## config.mk

```make
export PLATFORM = sky130hd
export DESIGN_NAME = stream_pkt_arbiter
export DESIGN_NICKNAME = d
export VERILOG_FILES = /design/src/rtl/stream_pkt_arbiter_pkg.sv /design/src/rtl/stream_pkt_arbiter_rr_pick.sv /design/src/rtl/stream_pkt_arbiter.sv
export SDC_FILE = /design/constraint.sdc
export NUM_CORES = 1
export LEC_CHECK = 0
export CAP_MARGIN = 20
export CORE_UTILIZATION = 40
export CTS_BUF_LIST = sky130_fd_sc_hd__clkbuf_2
export DETAILED_ROUTE_END_ITERATION = 10
export DONT_BUFFER_PORTS = 1
export HOLD_SLACK_MARGIN = 0.1
export PLACE_DENSITY_LB_ADDON = 0.08
export SETUP_SLACK_MARGIN = 0.1
export SYNTH_ARGS = -nofsm -noshare
export SYNTH_HDL_FRONTEND = slang
export SYNTH_SLANG_ARGS = --single-unit
```

## constraint.sdc

```tcl
create_clock -name clk -period 4.2 [get_ports clk]
set_input_delay 0.84 -clock clk [delete_from_list [all_inputs] [get_ports clk]]
set_output_delay 0.84 -clock clk [all_outputs]
set_load 0.05 [all_outputs]
```

## src/rtl/stream_pkt_arbiter_pkg.sv

```systemverilog
// Shared types and helpers for stream_pkt_arbiter: FSM state encoding and
// round-robin pointer increment that wraps at an arbitrary requester count.
package stream_arb_pkg;

    typedef enum logic {
        ARB_IDLE   = 1'b0,
        ARB_LOCKED = 1'b1
    } arb_state_e;

    // Pointer increment wraps at n-1, not at the next power of two.
    function automatic logic [31:0] rr_next(input logic [31:0] ptr, input logic [31:0] n);
        return (ptr + 32'd1 >= n) ? 32'd0 : ptr + 32'd1;
    endfunction

endpackage

```

## src/rtl/stream_pkt_arbiter_rr_pick.sv

```systemverilog
// Round-robin winner selection: first set request at or above ptr_i,
// wrapping from N_REQ-1 back to 0 (rotate, priority-encode, un-rotate).
module rr_pick #(
    parameter int unsigned N_REQ    = 4,
    parameter int unsigned ID_WIDTH = $clog2(N_REQ)
) (
    input  logic [N_REQ-1:0]    req_i,
    input  logic [ID_WIDTH-1:0] ptr_i,
    output logic                any_req_o,
    output logic [ID_WIDTH-1:0] idx_o
);

    always_comb begin
        logic [31:0] pos;
        pos       = '0;
        any_req_o = 1'b0;
        idx_o     = '0;
        for (int unsigned i = 0; i < N_REQ; i++) begin
            pos = 32'(ptr_i) + i;
            if (pos >= N_REQ) begin
                pos = pos - N_REQ;
            end
            if (!any_req_o && req_i[pos[ID_WIDTH-1:0]]) begin
                any_req_o = 1'b1;
                idx_o     = pos[ID_WIDTH-1:0];
            end
        end
    end

endmodule

```

## src/rtl/stream_pkt_arbiter.sv

```systemverilog
// Packet-level round-robin arbiter feeding one narrow stream consumer.
// Define STREAM_ARB_OUT_REG_EN to register m_* through a one-entry output stage.
module stream_pkt_arbiter
    import stream_arb_pkg::*;
#(
    parameter int unsigned T_DATA_WIDTH = 4,
    parameter int unsigned N_REQ        = 4,
    parameter int unsigned ID_WIDTH     = $clog2(N_REQ)
) (
    input  logic                                 clk,
    input  logic                                 rst_n,
    input  logic [N_REQ-1:0][T_DATA_WIDTH-1:0]   s_data_i,
    input  logic [N_REQ-1:0]                     s_last_i,
    input  logic [N_REQ-1:0]                     s_valid_i,
    output logic [N_REQ-1:0]                     s_ready_o,
    output logic [T_DATA_WIDTH-1:0]              m_data_o,
    output logic                                 m_last_o,
    output logic                                 m_valid_o,
    input  logic                                 m_ready_i,
    output logic [ID_WIDTH-1:0]                  m_id_o
);

    arb_state_e              state_q, state_d;
    logic [ID_WIDTH-1:0]     rr_ptr_q, rr_ptr_d;
    logic [ID_WIDTH-1:0]     grant_q, grant_d;
    logic                    any_req;
    logic [ID_WIDTH-1:0]     pick;
    logic                    grant_valid, grant_last, grant_ready, beat_hs;
    logic [T_DATA_WIDTH-1:0] grant_data;

    rr_pick #(
        .N_REQ    (N_REQ),
        .ID_WIDTH (ID_WIDTH)
    ) u_pick (
        .req_i     (s_valid_i),
        .ptr_i     (rr_ptr_q),
        .any_req_o (any_req),
        .idx_o     (pick)
    );

    assign grant_valid = s_valid_i[grant_q];
    assign grant_last  = s_last_i[grant_q];
    assign grant_data  = s_data_i[grant_q];
    assign beat_hs     = (state_q == ARB_LOCKED) && grant_valid && grant_ready;

    always_ff @(posedge clk or negedge rst_n) begin
        if (!rst_n) begin
            state_q  <= ARB_IDLE;
            rr_ptr_q <= '0;
            grant_q  <= '0;
        end else begin
            state_q  <= state_d;
            rr_ptr_q <= rr_ptr_d;
            grant_q  <= grant_d;
        end
    end

    always_comb begin
        state_d  = state_q;
        grant_d  = grant_q;
        rr_ptr_d = rr_ptr_q;
        case (state_q)
            ARB_IDLE: begin
                if (any_req) begin
                    grant_d = pick;
                    state_d = ARB_LOCKED;
                end
            end
            ARB_LOCKED: begin
                if (beat_hs && grant_last) begin
                    state_d  = ARB_IDLE;
                    rr_ptr_d = ID_WIDTH'(rr_next(32'(grant_q), 32'(N_REQ)));
                end
            end
            default: state_d = ARB_IDLE;
        endcase
    end

`ifdef STREAM_ARB_OUT_REG_EN
    logic                    out_valid_q;
    logic [T_DATA_WIDTH-1:0] out_data_q;
    logic                    out_last_q;
    logic [ID_WIDTH-1:0]     out_id_q;

    // The register accepts a new beat whenever it is empty or draining.
    assign grant_ready = !out_valid_q || m_ready_i;

    always_ff @(posedge clk or negedge rst_n) begin
        if (!rst_n) begin
            out_valid_q <= 1'b0;
            out_data_q  <= '0;
            out_last_q  <= 1'b0;
            out_id_q    <= '0;
        end else if (grant_ready) begin
            out_valid_q <= beat_hs;
            out_data_q  <= grant_data;
            out_last_q  <= grant_last;
            out_id_q    <= grant_q;
        end
    end

    always_comb begin
        s_ready_o = '0;
        if (state_q == ARB_LOCKED) begin
            s_ready_o[grant_q] = grant_ready;
        end
        m_valid_o = out_valid_q;
        m_data_o  = out_data_q;
        m_last_o  = out_last_q;
        m_id_o    = out_id_q;
    end
`else
    assign grant_ready = m_ready_i;

    always_comb begin
        s_ready_o = '0;
        m_valid_o = 1'b0;
        m_data_o  = '0;
        m_last_o  = 1'b0;
        m_id_o    = grant_q;
        if (state_q == ARB_LOCKED) begin
            s_ready_o[grant_q] = grant_ready;
            m_valid_o          = grant_valid;
            m_data_o           = grant_data;
            m_last_o           = grant_last;
        end
    end
`endif

endmodule

```

==> results by group <==
Status
  • Outcome: complete, no violations

Setup path
  • FF-to-FF Start: m_id_o[0]
  • Critical path class: register to output pin
  • Worst r2r dst: rr_ptr_q[1]
  • Required @ worst endpoint: 3.36 ns
  • Startpoint types: register
  • Critical path peak fanout: 11
  • Worst reg2reg setup slack: 2.09 ns
  • Worst Setup End Kind: output pin
  • WP data arrival: 2.12 ns
  • Cells on worst reg2reg path: 3

Route
  • DRT Pass-1 Iters: 4
  • Post-DRT Antenna Nets: 0
  • DR DRC count: 0
  • DR iter-0 viols: 16
  • Final wirelength: 1398 um
  • Vias: 449
  • WL/cell: 20.26 um
  • DR vias/cell: 6.507

STA
  • Final period utilization: 70.41%
  • Clk_skew: 0.002811 ns
  • Final Setup Violations: 0
  • Post-route setup slack: 1.243 ns
  • Worst slew pin tran: 0.8658 ns
  • Final hold slack: 0.3152 ns
  • Final hold viol count: 0
  • Slew margin rel.: 42.28%
  • RSZ-0062 raised after global routing: no
  • Highest Clock Rate: 338.2 MHz
  • Minimum clock period: 2.957 ns
  • Max-slew violations: 0
  • Setup TNS: 0 ns

Cells and area
  • Area Growth Syn to Fin: 2.179%
  • Layout cell share with drive strength beyond 1: 18.52%
  • Fin nets: 86
  • Layout Utilization: 44.54%
  • Non-Filler Instances: 69
  • Diodes inserted: 0
  • Cell area after layout: 586.8 um^2

Floorplanning
  • Die height: 39.89 um
  • Die area: 0.001591 mm^2
  • Core box area: 0.001318 mm^2
  • Site Rows: 13
  • Die width: 39.89 um
  • Starting Density: 43.59%
  • Ports: 39

GRT
  • Met1 Use GR: 18.18%
  • GRT Total Usage: 17.02%
  • Grt total ovfl: 0
  • Initial antenna violation count: 0
  • Largest net degree at the start of global routing: 14
  • Global-route wire length before repair: 1725 um
  • GR met2 Demand/Resource: 29.03%
  • Vias in the first global route: 397
  • Busiest grt layer: met2
  • Met3 GRT Util: 4.545%

Clock network
  • H-tree Lvls: 1
  • Clock Sinks: 5
  • Root Buffer: clkbuf_2
  • Clock-pin slew on the worst setup and hold paths: 0.06 ns
  • TritonCTS Buffers: 3
  • Hold buffer count at cts: 0
  • CTS Buffer Depth: 2
  • Cts repair resizes: 0
  • Setup Buffers After CTS: 0
  • CTS tree: done
  • Worst skew pair latency: 0.21 ns

Placement
  • Gp weighted congestion: 0.6887
  • # placed instances: 65
  • Post-DP Area: 566.8 um^2
  • Port bufs: 0
  • Worst slack at placement: 1.471 ns
  • DPL Wire Length: 1121 um

Logic synthesis
  • Syn_area_per_cell: 10.84 um^2
  • Netlist cell types: 23
  • Yosys warns: 0
  • Sequential share of the synthesized area: 21.79%
  • Seq cells post-synth: 5
  • Area leader, netlist: dfrtp_1
  • Post-synthesis cell count: 53
  • Synthesized Nets: 84
  • Synthesized area: 574.3 um^2
  • Synth top area share: 21.79%
  • Synth top area cells: dfrtp_1 (22%), mux4_1 (18%), ha_1 (8.7%), mux4_2 (7.8%), and2_1 (5.4%)

Hold path
  • Worst min path class: input pin to async pin

Power
  • Pleak: 0.2742 nW
  • Final Power: 558.5 uW
  • Maximum VDD drop: 427.6 uV
  • Pwr/cell area: 951.8 mW/mm^2

Flow run
  • Max-cap violations: 0
[synthesized netlist by cell type]
library cell	number
nand2b_1	2
mux4_2	2
nor2_1	2
o21a_1	1
nand2_1	2
a221o_1	1
ha_1	4
mux2i_1	1
mux4_1	4
and2_2	1
and2_1	5
o31ai_1	1
and3_1	4
buf_6	2
inv_1	5
clkbuf_1	1
mux2_2	1
dfrtp_1	5
o21ai_0	1
nand4_2	1
mux2_4	1
a21oi_1	5
a22o_1	1
[layout make-up]
cell class / count / area (um^2)
multi-input combinational: 40 / 404.1
clock buffer: 4 / 20.02
tap: 15 / 18.77
fill: 121 / 730.7
inverter: 5 / 18.77
sequential: 5 / 125.1
[logic make-up after synthesis]
| group | after synthesis | share of synthesized area [%] |
|---|---|---|
| AND/OR/NAND/NOR | 17 | 18.08 |
| flip-flops | 5 | 21.79 |
| AO/OA/AOI/OAI | 10 | 11.11 |
| buffers and inverters | 8 | 7.843 |
| adder cells (fa/ha/maj) | 4 | 8.715 |
| multiplexers | 9 | 32.46 |
[sequential cells by signal (all words and copies together), names as in the netlist]
name and flops:
m_id_o 2, state_q 1, rr_ptr_q 2
[where the power goes]
part	switching, mW	internal, mW	total, mW	leakage, nW
combinational	0.234	0.118	0.352	0.199
clock	0.0192	0.0252	0.0444	0.0166
sequential	0.0936	0.0688	0.162	0.0581
[routing by layer]
| metal | routed length, um | share of wire, % |
|---|---|---|
| met3 | 128 | 9.2 |
| met1 | 487 | 35 |
| met4 | 6 | 0.43 |
| met2 | 775 | 55 |
| met5 | 0 | 0 |
[critical path, cell delays in order (launching register included)]
cell and delay [ns]:
dfrtp_1 0.91, mux4_1 0.65, and2_1 0.34
[how the worst max path moves through the flow]
stage / end / slack [ns] / startpoint
2_1_floorplan: m_data_o[0] / 1.64 / m_id_o[0]
3_3_place_gp: m_data_o[1] / 1.53 / m_id_o[0]
3_5_place_dp: m_data_o[2] / 1.47 / m_id_o[0]
4_1_cts: m_data_o[2] / 1.23 / m_id_o[0]
5_1_grt: m_data_o[2] / 1.17 / m_id_o[0]
6_report: m_data_o[2] / 1.24 / m_id_o[0]
[cell usage in the layout (no fill, tap or decap), drive strengths merged, types with 2 or more instances in the layout]
cell type,instances
nand2b,2
inv,5
ha,4
dfrtp,5
clkbuf,4
mux4,6
a21oi,5
nand2,2
nor2,2
and2,6
and3,4
mux2,2
(Power assumes the default switching activity.)
